<file path="config.mk">
export PLATFORM = sky130hd
export DESIGN_NAME = vid_pattern_gen
export DESIGN_NICKNAME = d
export VERILOG_FILES = /design/src/rtl/vid_pattern_gen.sv
export SDC_FILE = /design/constraint.sdc
export NUM_CORES = 1
export LEC_CHECK = 0
export ABC_CLOCK_PERIOD_IN_PS = 6000
export CAP_MARGIN = 20
export CORE_AREA = 2 2 67 69
export DETAILED_ROUTE_END_ITERATION = 10
export DIE_AREA = 0 0 69 71
export GPL_TIMING_DRIVEN = 0
export PLACE_DENSITY = 0.92
export SKIP_LAST_GASP = 1
export SLEW_MARGIN = 15
export SYNTH_ARGS = -nofsm -noshare
export SYNTH_HDL_FRONTEND = slang
export SYNTH_SLANG_ARGS = --single-unit
</file>
<file path="constraint.sdc">
create_clock -name clock -period 6 [get_ports clock]
set_clock_uncertainty 0.05 [all_clocks]
set_input_delay 0.9 -clock clock [delete_from_list [all_inputs] [get_ports clock]]
set_output_delay 0.9 -clock clock [all_outputs]
set_load 0.05 [all_outputs]
</file>
<file path="src/rtl/vid_pattern_gen.sv">
// rtl/vid_pattern_gen.sv - raster timing generator with gray test patterns
// Counters run active/front-porch/sync/back-porch from zero; outputs are registered one clock behind them.
module vid_pattern_gen #(
    parameter int H_ACTIVE = 1024,
    parameter int H_FP     = 24,
    parameter int H_SYNC   = 136,
    parameter int H_BP     = 160,
    parameter int V_ACTIVE = 768,
    parameter int V_FP     = 3,
    parameter int V_SYNC   = 6,
    parameter int V_BP     = 29
) (
    input  logic       clock,
    input  logic       rst,
    input  logic       en,
    input  logic [1:0] mode,
    input  logic [7:0] level,
    output logic       hs,
    output logic       vs,
    output logic       de,
    output logic [7:0] oGray,
    output logic       frame_start
);

    localparam int H_TOTAL = H_ACTIVE + H_FP + H_SYNC + H_BP;
    localparam int V_TOTAL = V_ACTIVE + V_FP + V_SYNC + V_BP;
    localparam int HW      = $clog2(H_TOTAL);
    localparam int VW      = $clog2(V_TOTAL);

    localparam logic [HW-1:0] H_LAST   = HW'(H_TOTAL - 1);
    localparam logic [VW-1:0] V_LAST   = VW'(V_TOTAL - 1);
    localparam logic [HW-1:0] H_ACT_C  = HW'(H_ACTIVE);
    localparam logic [HW-1:0] H_SYNC_S = HW'(H_ACTIVE + H_FP);
    localparam logic [HW-1:0] H_SYNC_E = HW'(H_ACTIVE + H_FP + H_SYNC);
    localparam logic [VW-1:0] V_ACT_C  = VW'(V_ACTIVE);
    localparam logic [VW-1:0] V_SYNC_S = VW'(V_ACTIVE + V_FP);
    localparam logic [VW-1:0] V_SYNC_E = VW'(V_ACTIVE + V_FP + V_SYNC);

    logic [HW-1:0] h_cnt;
    logic [VW-1:0] v_cnt;
    logic [1:0]    mode_q;
    logic [7:0]    level_q;

    logic          frame_origin;
    logic [1:0]    mode_eff;
    logic [7:0]    level_eff;
    logic [7:0]    h_lo;
    logic [7:0]    v_lo;
    logic          de_c;
    logic          hs_c;
    logic          vs_c;
    logic [7:0]    gray_c;

    // At the frame origin the shadow is being loaded this same edge, so the
    // first pixel of a frame already uses the freshly sampled mode/level.
    always_comb begin
        frame_origin = (h_cnt == '0) && (v_cnt == '0);
        mode_eff     = frame_origin ? mode  : mode_q;
        level_eff    = frame_origin ? level : level_q;
        h_lo         = 8'(h_cnt);
        v_lo         = 8'(v_cnt);
        de_c         = (h_cnt < H_ACT_C) && (v_cnt < V_ACT_C);
        hs_c         = (h_cnt >= H_SYNC_S) && (h_cnt < H_SYNC_E);
        vs_c         = (v_cnt >= V_SYNC_S) && (v_cnt < V_SYNC_E);
        gray_c       = 8'h00;
        if (de_c) begin
            case (mode_eff)
                2'd0:    gray_c = h_lo;
                2'd1:    gray_c = v_lo;
                2'd2:    gray_c = (h_lo[5] ^ v_lo[5]) ? 8'hFF : 8'h00;
                default: gray_c = level_eff;
            endcase
        end
    end

    // Disabling parks the counters at the origin so the next enable starts a fresh frame.
    always_ff @(posedge clock or posedge rst) begin
        if (rst) begin
            h_cnt <= '0;
            v_cnt <= '0;
        end else if (!en) begin
            h_cnt <= '0;
            v_cnt <= '0;
        end else if (h_cnt == H_LAST) begin
            h_cnt <= '0;
            v_cnt <= (v_cnt == V_LAST) ? '0 : v_cnt + VW'(1);
        end else begin
            h_cnt <= h_cnt + HW'(1);
        end
    end

    always_ff @(posedge clock or posedge rst) begin
        if (rst) begin
            mode_q  <= 2'd0;
            level_q <= 8'h00;
        end else if (en && frame_origin) begin
            mode_q  <= mode;
            level_q <= level;
        end
    end

    always_ff @(posedge clock or posedge rst) begin
        if (rst) begin
            hs          <= 1'b0;
            vs          <= 1'b0;
            de          <= 1'b0;
            oGray       <= 8'h00;
            frame_start <= 1'b0;
        end else if (!en) begin
            hs          <= 1'b0;
            vs          <= 1'b0;
            de          <= 1'b0;
            oGray       <= 8'h00;
            frame_start <= 1'b0;
        end else begin
            hs          <= hs_c;
            vs          <= vs_c;
            de          <= de_c;
            oGray       <= gray_c;
            frame_start <= frame_origin;
        end
    end

endmodule

</file>
Word-level counts from Yosys, hierarchy flattened
Cells that the tools add are included.
{ "totals": {"regBits": 43, "latch_bits": 0, "ram_bits": 0, "mem_bits_ro": 0, "input_bits": 13, "output_inout_bits": 12, "elab_cells": 46, "memories": 0} }
{ "op_classes": {"add_sub_neg": 2, "multipliers": 0, "div_mod_pow": 0, "magnitude_cmp": 6, "n_eq_ne": 5, "shifts": 0, "muxes": 15, "bitwise": 1, "reduce_logical": 8} }
{ "ops": {"columns": ["op", "n"], "rows": [
  ["$mux 8", 4],
  ["$mux 10", 3],
  ["$pmux 8 s3", 1],
  ["$lt 11x11->1 const B", 2],
  ["$mux 11", 2],
  ["$lt 10x10->1 const B", 2],
  ["$add 11x1->11 const B", 1],
  ["$eq 11x11->1 const B", 1],
  ["$ge 11x11->1 const B", 1],
  ["$logic_not 11->1", 1],
  ["$add 10x1->10 const B", 1],
  ["$eq 10x10->1 const B", 1],
  ["$ge 10x10->1 const B", 1],
  ["$logic_not 10->1", 1],
  ["$logic_and 1x1->1", 5],
  ["$mux 1", 4],
  ["$eq 2x1->1 const B", 1],
  ["$eq 2x2->1 const B", 1],
  ["$logic_not 2->1", 1],
  ["$mux 2", 1],
  ["$ne 2x1->1 const B", 1],
  ["$xor 1x1->1", 1]
]} }

Logic depth before layout (Yosys ltp)
Gate-level depths: netlist of run 1.
{ "depth": {"word_depth": 7, "ltp_mapped": 8, "ltp_nobuf": 7} }

Least setup slack after synthesis of run 1
OpenSTA, ideal clock, no wires.
{ "synth_timing": {"kind": "input-to-reg", "start": "in en", "end": "reg level_q[0]", "setup_ns": 0.125, "arrival_ns": 2.082, "required_ns": 5.825, "slack_ns": 3.743, "cell_stages": 5, "n_path_buf": 2, "path_cell_list": "clkbuf_1 > inv_1 > nor4_2 > buf_4 > mux2_2"} }
{ "synth_between": {"elab_chain_cells": 1} }
{ "synth_rtl": {"columns": ["item", "line", "text"], "rows": [
  ["start: declaration", "15", "input logic en,"],
  ["$logic_and 1x1->1", "96", "end else if (en && frame_origin) begin"],
  ["end signal: assignment", "98", "level_q <= level;"],
  ["end: declaration", "42", "logic [7:0] level_q;"]
]} }
No other way between the ends.
A chain may end at the register's enable or synchronous reset.

Worst setup path in the final report of run 1
{ "layout_timing": {"start": "reg v_cnt[0]", "end": "reg oGray[6]"} }
{ "layout_between": {"elab_chain_cells": 7, "elab_cells_between_ends": 12, "classes_between": "order compare (1); eq/ne (2); mux (5); reduce/logical (4)"} }
{ "layout_rtl": {"columns": ["item", "line", "text"], "rows": [
  ["start: declaration", "40", "logic [VW-1:0] v_cnt;"],
  ["start signal: assignment", "86", "v_cnt <= (v_cnt == V_LAST) ? '0 : v_cnt + VW'(1);"],
  ["$logic_not 10->1", "57", "frame_origin = (h_cnt == '0) && (v_cnt == '0);"],
  ["$logic_and 1x1->1", "57", null],
  ["$mux 2", "58", "mode_eff = frame_origin ? mode : mode_q;"],
  ["$eq 2x2->1, or another cell as far along", "67", "case (mode_eff)"],
  ["$pmux 8 s3", "67", null],
  ["$mux 8 *", "66", "if (de_c) begin"],
  ["$mux 8 *", "109", "end else if (!en) begin"],
  ["end signal: assignment", "119", "oGray <= gray_c;"],
  ["end: declaration", "21", "output logic [7:0] oGray,"]
]} }
Mark *: on every way between the ends. The rest lies on a longest branch, timed or not.

==> flow_results.org, run 1 <==
** Die
- The die covers 4900 um2.
- Core Region :: 4200 um2
- FP Rows :: 24
- Die height :: 71 um
- For this design the top-level I/O count stands at 25.
- Starting density of the core :: 58.4%
- Measured along the x axis, the die boundary spans 69 um.

** STA
- In the finished design, the share of the clock period the worst path needs comes to 46.6%.
- Tightest slew margin relative to the limit :: 53.0%
- F_max :: 358 MHz
- Setup violations remaining at the end of the flow were counted as 0.
- Min Hold Slack :: 0.459 ns
- Hold Fails Final Rpt :: 0
- Setup total negative slack :: 0 ns
- Unrepaired setup endpoints after global routing :: false
- The max-slew violation count is 0.
- Final min period :: 2.80 ns
- Tightest Pin Transition :: 0.700 ns

** Placement
- Placed cell areas :: 2760 um2
- HPWL after detailed placement :: 4.08 mm
- Buffers placed on the I/O ports in this run total 22.
- The congestion estimate from routability-driven global placement came to 0.847.

** Global routing
- The first global-routing pass estimated 9.76 mm of wire.
- Via count of the first global-routing pass :: 2057
- Overflow left after global routing :: 0
- Total track usage :: 24.6%
- The number of antenna violations at the first check in global routing came to 0.
- Pin count of the biggest net entering global routing :: 28

** Layout
- With fillers left out, the area of the finished cells amounts to 2880 um2.
- In the final layout, the share of cells above drive strength 1 is 15.1%.
- Nets :: 297
- Antenna Diode Count :: 0
- Compared with the post-synthesis result, the final layout area differs by 17.2%.

** Logic synthesis
- Share of synthesized area occupied by flip-flops and latches :: 43.8%
- Netlist Area Pre-Place :: 2460 um2
- Yosys warning total :: 0
- Most instantiated flip-flop cell in the synthesis netlist :: sky130_fd_sc_hd__dfrtp_1
- Number of synthesized flops with an enable pin :: 0
- Each instance of the synthesized netlist takes up on average 9.90 um2.
- Proportion of synthesized flip-flops having asynchronous set or reset :: 100%
- Post-Syn Nets :: 267
- Flip-flop and latch count after synthesis :: 43
- Synthesized instance count :: 248
- Synthesis instantiated 45 different standard cells from the library.

** Clock network
- CTS built an H-tree with a depth of 2.
- Clock tree synthesis inserted a total of 5 buffers.
- Total of cells resized after clock tree synthesis :: 0
- Post-CTS timing repair inserted 0 buffers for setup.
- Clock tree from TritonCTS :: yes
- Buffers inserted to repair hold after CTS numbered 0.
- Clock-pin slew was measured on the worst setup and hold paths at 0.08 ns.
- Clock latency on the worst-skew pair, taken at its later pin, is 0.30 ns.
- The clock passes through at most 2 buffers.
- Clock tree synthesis found a total of 43 sinks.
- CTS placed an instance of sky130_fd_sc_hd__clkbuf_8 at the clock tree root.

** Route
- In the final routed layout, each cell accounts on average for 17.4 um.
- Drt total wl :: 5.74 mm
- After detailed routing, the number of remaining DRC violations is 0.
- TritonRoute pass-1 iters :: 4
- Final ANT Viol Nets :: 0
- Detailed routing inserted a total of 2052 vias.
- Average vias per placed instance :: 6.20
- 1st-iter DRT viols :: 222

** Worst setup path
- Critical register-to-register path startpoint :: v_cnt[0]
- Worst R2R End :: oGray[6]
- At the worst endpoint, the required time is 6.10 ns.
- Number of cells traversed by the worst register-to-register path :: 7
- Critical-path cell list :: inv_1, ha_1, nor3b_1, nand4_2, nor2_8, mux2_2, a2111oi_0
- STA classifies the critical path endpoint as a flop.
- In this run the worst path has a maximum fanout of 10.
- Data arrival time of the worst path :: 2.89 ns
- The critical path is of the reg -> reg type.
- Worst R2R Setup Slack :: 3.20 ns
- The worst setup path is launched from a flop.
- For this design, the slowest cell found on the critical path is sky130_fd_sc_hd__dfrtp_1.
- Worst stage delay on the critical path :: 0.47 ns

** Power and ir drop
- IR analysis of the VDD net gives a maximum drop of 199 uV.
- For this design the static power due to leakage is 1.20 nW.
- In this run the power density over the cells is 291 nW/um2.

** Worst hold path
- The path with the worst hold slack has its endpoint at h_cnt[0].
- Kind of path behind the tightest hold check :: reg -> reg
- The worst hold path begins at h_cnt[0].
- Worst hold stages :: 1

** Flow run
- The tool flagged a number of max-cap violations equal to 0.

** Status
- The flow ran to the end, and the final reports show no timing, DRC or antenna violations.
==> where the power goes <==
group / internal (mW) / switching [mW] / total, mW
registers: 0.333 / 0.0300 / 0.363
clock network: 0.135 / 0.101 / 0.236
logic: 0.0964 / 0.144 / 0.240
total: 0.564 / 0.275 / 0.839
==> layer usage <==
layer  GRT usage [%]  wire [um]  vias up
met4            7.84        138        0
li1                -          -      957
met3            3.85        217       16
met2            40.3       2860       66
met1            33.7       2530     1013
met5               0          0        -
==> worst max-delay path: cells and delay by family, from the launching register on <==
family,cells,cell delay (ns)
compound gates,1,0.46
flops,1,0.47
buf+inv,1,0.15
fa+ha+maj,1,0.19
simple gates,3,0.89
mux,1,0.42
==> flip-flops by register name, summed over array words and instances, names as in the netlist <==
| name | cells |
|---|---|
| hs | 1 |
| h_cnt | 11 |
| oGray | 8 |
| de | 1 |
| mode_q | 2 |
| level_q | 8 |
| vs | 1 |
| v_cnt | 10 |
| frame_start | 1 |
==> placed cells by master (no fill, tap or decap), types with 7 or more instances in the layout <==
cell type                         count
sky130_fd_sc_hd__inv_1               10
sky130_fd_sc_hd__clkdlybuf4s50_1     22
sky130_fd_sc_hd__clkbuf_1             7
sky130_fd_sc_hd__nand3_1             11
sky130_fd_sc_hd__nor2_1              22
sky130_fd_sc_hd__xor2_1               8
sky130_fd_sc_hd__mux2_2              18
sky130_fd_sc_hd__dfrtp_1             43
sky130_fd_sc_hd__nand2_1             16
sky130_fd_sc_hd__o21ai_0             20
sky130_fd_sc_hd__nor3_1              13
==> area by class of cell <==
type,instances,area [um2]
clock inverters,2,35.0
flip-flops and latches,43,1080
fillers,306,1330
inverters,11,41.3
well taps,52,65.1
clock buffers,6,82.6
multi-input cells,181,1270
plain buffers,13,70.1
repair buffers,23,240
==> kinds of logic (layout without fill, tap and decap cells) <==
group                    after synthesis  in the layout  synth area share [%]
XOR/XNOR                              10             10                  3.57
adder cells (fa/ha/maj)                6              6                  3.06
multiplexers                          23             23                  10.3
AO/OA/AOI/OAI                         46             46                  12.8
AND/OR/NAND/NOR                       96             96                  21.9
flip-flops                            43             43                  43.8
buffers and inverters                 24             55                  4.53
==> worst max-delay path by stage <==
stage | start | endpoint | cells after the start
2_1_floorplan | en | level_q[0] | 5
3_3_place_gp | rst | h_cnt[9] | 2
3_5_place_dp | v_cnt[0] | oGray[2] | 7
4_1_cts | v_cnt[0] | oGray[2] | 7
5_1_grt | v_cnt[1] | oGray[2] | 7
6_report | v_cnt[0] | oGray[6] | 7
==> stage by stage <==
stage	worst slack (ns)	std cells	power, mW	utilization (%)
2_1_floorplan	3.74	248	0.532	-
3_3_place_gp	3.19	322	0.592	65.2
3_5_place_dp	3.27	323	0.606	65.7
4_1_cts	3.20	331	0.841	68.5
5_1_grt	3.06	331	0.878	68.5
6_report	3.20	331	0.839	68.5
==> synth_stat cells, types with 3 or more instances <==
library cell	number	area [um2]
sky130_fd_sc_hd__dfrtp_1	43	1080
sky130_fd_sc_hd__nor2_1	22	82.6
sky130_fd_sc_hd__o21ai_0	20	100
sky130_fd_sc_hd__mux2_2	18	203
sky130_fd_sc_hd__nand2_1	16	60.1
sky130_fd_sc_hd__nor3_1	13	65.1
sky130_fd_sc_hd__inv_1	11	41.3
sky130_fd_sc_hd__nand3_1	11	55.1
sky130_fd_sc_hd__xor2_1	8	70.1
sky130_fd_sc_hd__clkbuf_1	7	26.3
sky130_fd_sc_hd__a2111oi_0	6	52.6
sky130_fd_sc_hd__ha_1	6	75.1
sky130_fd_sc_hd__nor4b_1	6	52.6
sky130_fd_sc_hd__and3_1	5	31.3
sky130_fd_sc_hd__mux2i_1	5	50.1
sky130_fd_sc_hd__a21oi_1	4	20.0
sky130_fd_sc_hd__nand2b_1	4	25.0
sky130_fd_sc_hd__o31ai_1	4	30.0
sky130_fd_sc_hd__a41oi_1	3	26.3
sky130_fd_sc_hd__nand4_1	3	18.8
Note: power is estimated with default switching activity, not from simulation.
==> inputs of run 2 (changes only) <==
- ABC_CLOCK_PERIOD_IN_PS: 6000 -> 2700
- CORE_AREA: 2 2 67 69 -> 2 2 69 71
- DIE_AREA: 0 0 69 71 -> 0 0 71 73
- PLACE_DENSITY: 0.92 -> 0.88
- clock period: 6 -> 2.7 ns (I/O delays scaled with it)
==> run 2 against run 1 <==
Effect of this change:
- sequential power rose by 120%
- highest routed layer unchanged
- sequential share of layout area fell by 0.45 points
- worst setup slack lost 3.0 ns
- register-to-register slack worse by 3.0 ns
- first-iteration DRC count up 23%
- final cell count grew 0.60%
- non-clock buffer count increased by 1
- flip-flop and latch count unchanged
- total power up 120%
- combinational power increased by 130%
- largest power group unchanged
- maximum frequency increased by 12%
==> flow_results.org, run 2 (synthesis results as in run 1) <==
** Power and ir drop
- Power, Total :: 1.84 mW
- Combinational logic burns 29.8% of the power.
- Dividing total power by cell area gives a power density of 631 nW/um2.
- Cell Int Power :: 1.24 mW
- Summed over all nets, the switching power comes to 0.603 mW.
- Of the total power, the clock network draws 26.3%.
- Leak Pwr :: 1.21 nW
- VDD IR max :: 296 uV
- Net switching is 32.8% of the power.
- Registers are responsible for 43.9% of the overall power.

** STA
- Total of endpoints with negative setup slack in the final report :: 0
- Tightest Pin Transition :: 0.707 ns
- The number of hold-slack violations in the final timing report was 0.
- F_max :: 402 MHz
- Final min period :: 2.49 ns
- The max-slew violation count was 0.
- Unrepaired setup endpoints after global routing :: false
- Measured against its own limit, the worst slew margin works out to 52.6%.
- Setup total negative slack on the finished layout was measured at 0 ns.
- Post-route worst setup slack :: 0.213 ns
- Post-route clock period utilization :: 92.1%

** Layout
- Utilization after layout :: 64.2%
- Layout fillers :: 336
- Commonest non-fill, non-tap cells in the layout :: sky130_fd_sc_hd__dfrtp_1, sky130_fd_sc_hd__nor2_1, sky130_fd_sc_hd__clkdlybuf4s50_1
- Once layout is complete, the cells apart from fillers number 333.
- h_cnt holds more flip-flops than any other register.
- The post-route netlist has 15.8% of its cells at a drive strength greater than 1.
- Flip-flop count of the largest register, all copies and words added :: 11
- Compared with the post-synthesis result, the final layout area differs by 18.6%.
- In the final layout, the registers with the most flip-flops are h_cnt: 11 flops, v_cnt: 10 flops.
- Leaving out fill and tap cells, the most frequent cell in the layout is sky130_fd_sc_hd__dfrtp_1.
- Nets :: 298
- The number of antenna diodes in the final layout is 0.

** Global routing
- Pin count of the biggest net entering global routing :: 35
- Global routing used 3.73% of the available met3 tracks.
- Total track usage :: 21.7%
- Global routing consumed, on the met2 layer, 36.2% of the routing resources.
- Antenna violations before repair :: 0
- Global-route wire length before repair :: 8.86 mm
- The via count of the first global-routing pass is 1905.
- Overflow left after global routing :: 0
- met2 is the most crowded layer.
- Met1 Use GR :: 29.7%

** Placement
- Placement Setup Slack :: -0.00756 ns
- After detailed placement, the design holds a cell count of 325.
- Final estimated routing congestion in global placement :: 0.842
- Detailed placement finished with a half-perimeter wire length of 3.92 mm.
- Total of buffers placed on input and output ports :: 22

** Die
- Starting density of the core :: 54.2%
- 25 I/O pins were placed.
- The floorplan has 25 rows.
- The floorplan step set the die width to 71 um.
- The die is 73 um tall.
- The region available for standard cell placement spans 4540 um2.
- The floorplan step defined a die boundary enclosing 5180 um2.

** Route
- Using the TritonRoute via totals, the vias-per-cell ratio works out to 6.19.
- Post-detailed-route wirelength per cell :: 17.0 um
- The routed design has 5.65 mm of wire.
- DRC violations left :: 0
- The count of nets left with antenna violations once routing finished came out at 0.
- TritonRoute pass-1 iters :: 4
- Vias :: 2062
- After the first detailed-routing iteration, the DRC count stood at 272.

** Worst setup path
- Worst stage delay on the critical path :: 0.47 ns
- The critical path crosses 7 cells after its start point.
- CP endpoint kind :: flop
- Walking the worst path, the cells encountered are inv_1, ha_1, nor3b_2, nand4_4, nor2_8, mux2_2, a2111oi_1.
- For the worst setup path, the data arrival time is 2.59 ns.
- For the worst flop-to-flop path, the logic depth is 7.
- CP Buf/Inv Count :: 1
- In this run the worst path has a maximum fanout of 10.
- On the critical path, the stage with the largest delay is an instance of sky130_fd_sc_hd__dfrtp_1.
- Gate family responsible for the most delay along the worst path :: simple AND/OR/NAND/NOR gates
- Endpoint required time on the critical path :: 2.81 ns
- Kind of launch point of the worst setup path :: flop
- The worst setup path is of the reg -> reg kind.

** Status
- The run finished with clean final reports.

** Clock network
- The H-tree generated during clock tree synthesis spans 2 levels.
- Clk_lat worst skew :: 0.29 ns
- Clock sink count :: 43
- Cell at the root of the clock tree :: sky130_fd_sc_hd__clkbuf_8
- The clock passes through at most 2 buffers.
- In this run, CTS created clock tree buffers numbering 5.
- Clock transition at the register clock pins on the worst setup and hold paths after CTS :: 0.08 ns
- Clock tree from TritonCTS :: yes

** Flow run
- Maxcap violations :: 0

** Worst hold path
- Kind of path behind the tightest hold check :: in -> async
## run 2: what timing repair did
action                                  in CTS  in global routing
pin swaps                                    0                  1
gates resized for setup                      1                  8
endpoints found under the setup margin       1                  6
gates cloned                                 0                  0
setup buffers                                0                  1
hold buffers                                 0                  0
## run 2: power by group through the flow
stage	registers [mW]	logic (mW)	clock network (mW)
after detailed placement	0.815	0.524	0
after floorplan	0.902	0.279	0
after CTS	0.802	0.528	0.488
after global routing	0.816	0.586	0.518
after global placement	0.810	0.507	0
final	0.807	0.548	0.485
## run 2: per-stage QoR
stage	hold slack [ns]	cell area, um2
finish	0.286	2910
global route	0.305	2910
CTS	0.294	2870
detailed placement	0.428	2760
global placement	0.422	2740
floorplan	0.405	2460
## run 2: layout make-up
cell class,instances,area (um2),share of cell area [%]
repair buffers,24,248,8.50
flip-flops and latches,43,1080,36.9
well taps,54,67.6,2.32
clock buffers,6,72.6,2.49
clock inverters,1,30.0,1.03
multi-input cells,181,1310,44.9
inverters,11,41.3,1.42
plain buffers,13,70.1,2.40
## run 2: path summary, 6_finish.rpt
check | startpoint | end | slack (ns)
max in group asynchronous | rst | v_cnt[3] | 1.86
worst max-delay path | v_cnt[0] | oGray[7] | 0.21
worst min register to register | h_cnt[0] | h_cnt[0] | 0.44
min in group clock | en | v_cnt[2] | 0.40
worst max register to register | v_cnt[0] | oGray[7] | 0.21
worst min-delay path | rst | de | 0.29
## run 2: worst register-to-register path: cells and delay by family, from the launching register on
family / cells / cell delay, ns
multiplexers: 1 / 0.42
buffers and inverters: 1 / 0.14
adder cells (fa/ha/maj): 1 / 0.17
AND/OR/NAND/NOR: 3 / 0.69
flip-flops: 1 / 0.47
AO/OA/AOI/OAI: 1 / 0.41
## run 2: routing by layer
metal / part of all wire [%] / up-vias
li1: - / 959
met1: 43 / 1012
met2: 50 / 79
met3: 5.7 / 12
met4: 1.7 / 0
met5: 0 / -
==> inputs of run 3 (changes only) <==
- SKIP_CTS_REPAIR_TIMING: unset -> 1
==> results of run 3 <==
Same layout as run 2: the final DEF is identical, and so are final timing and power.
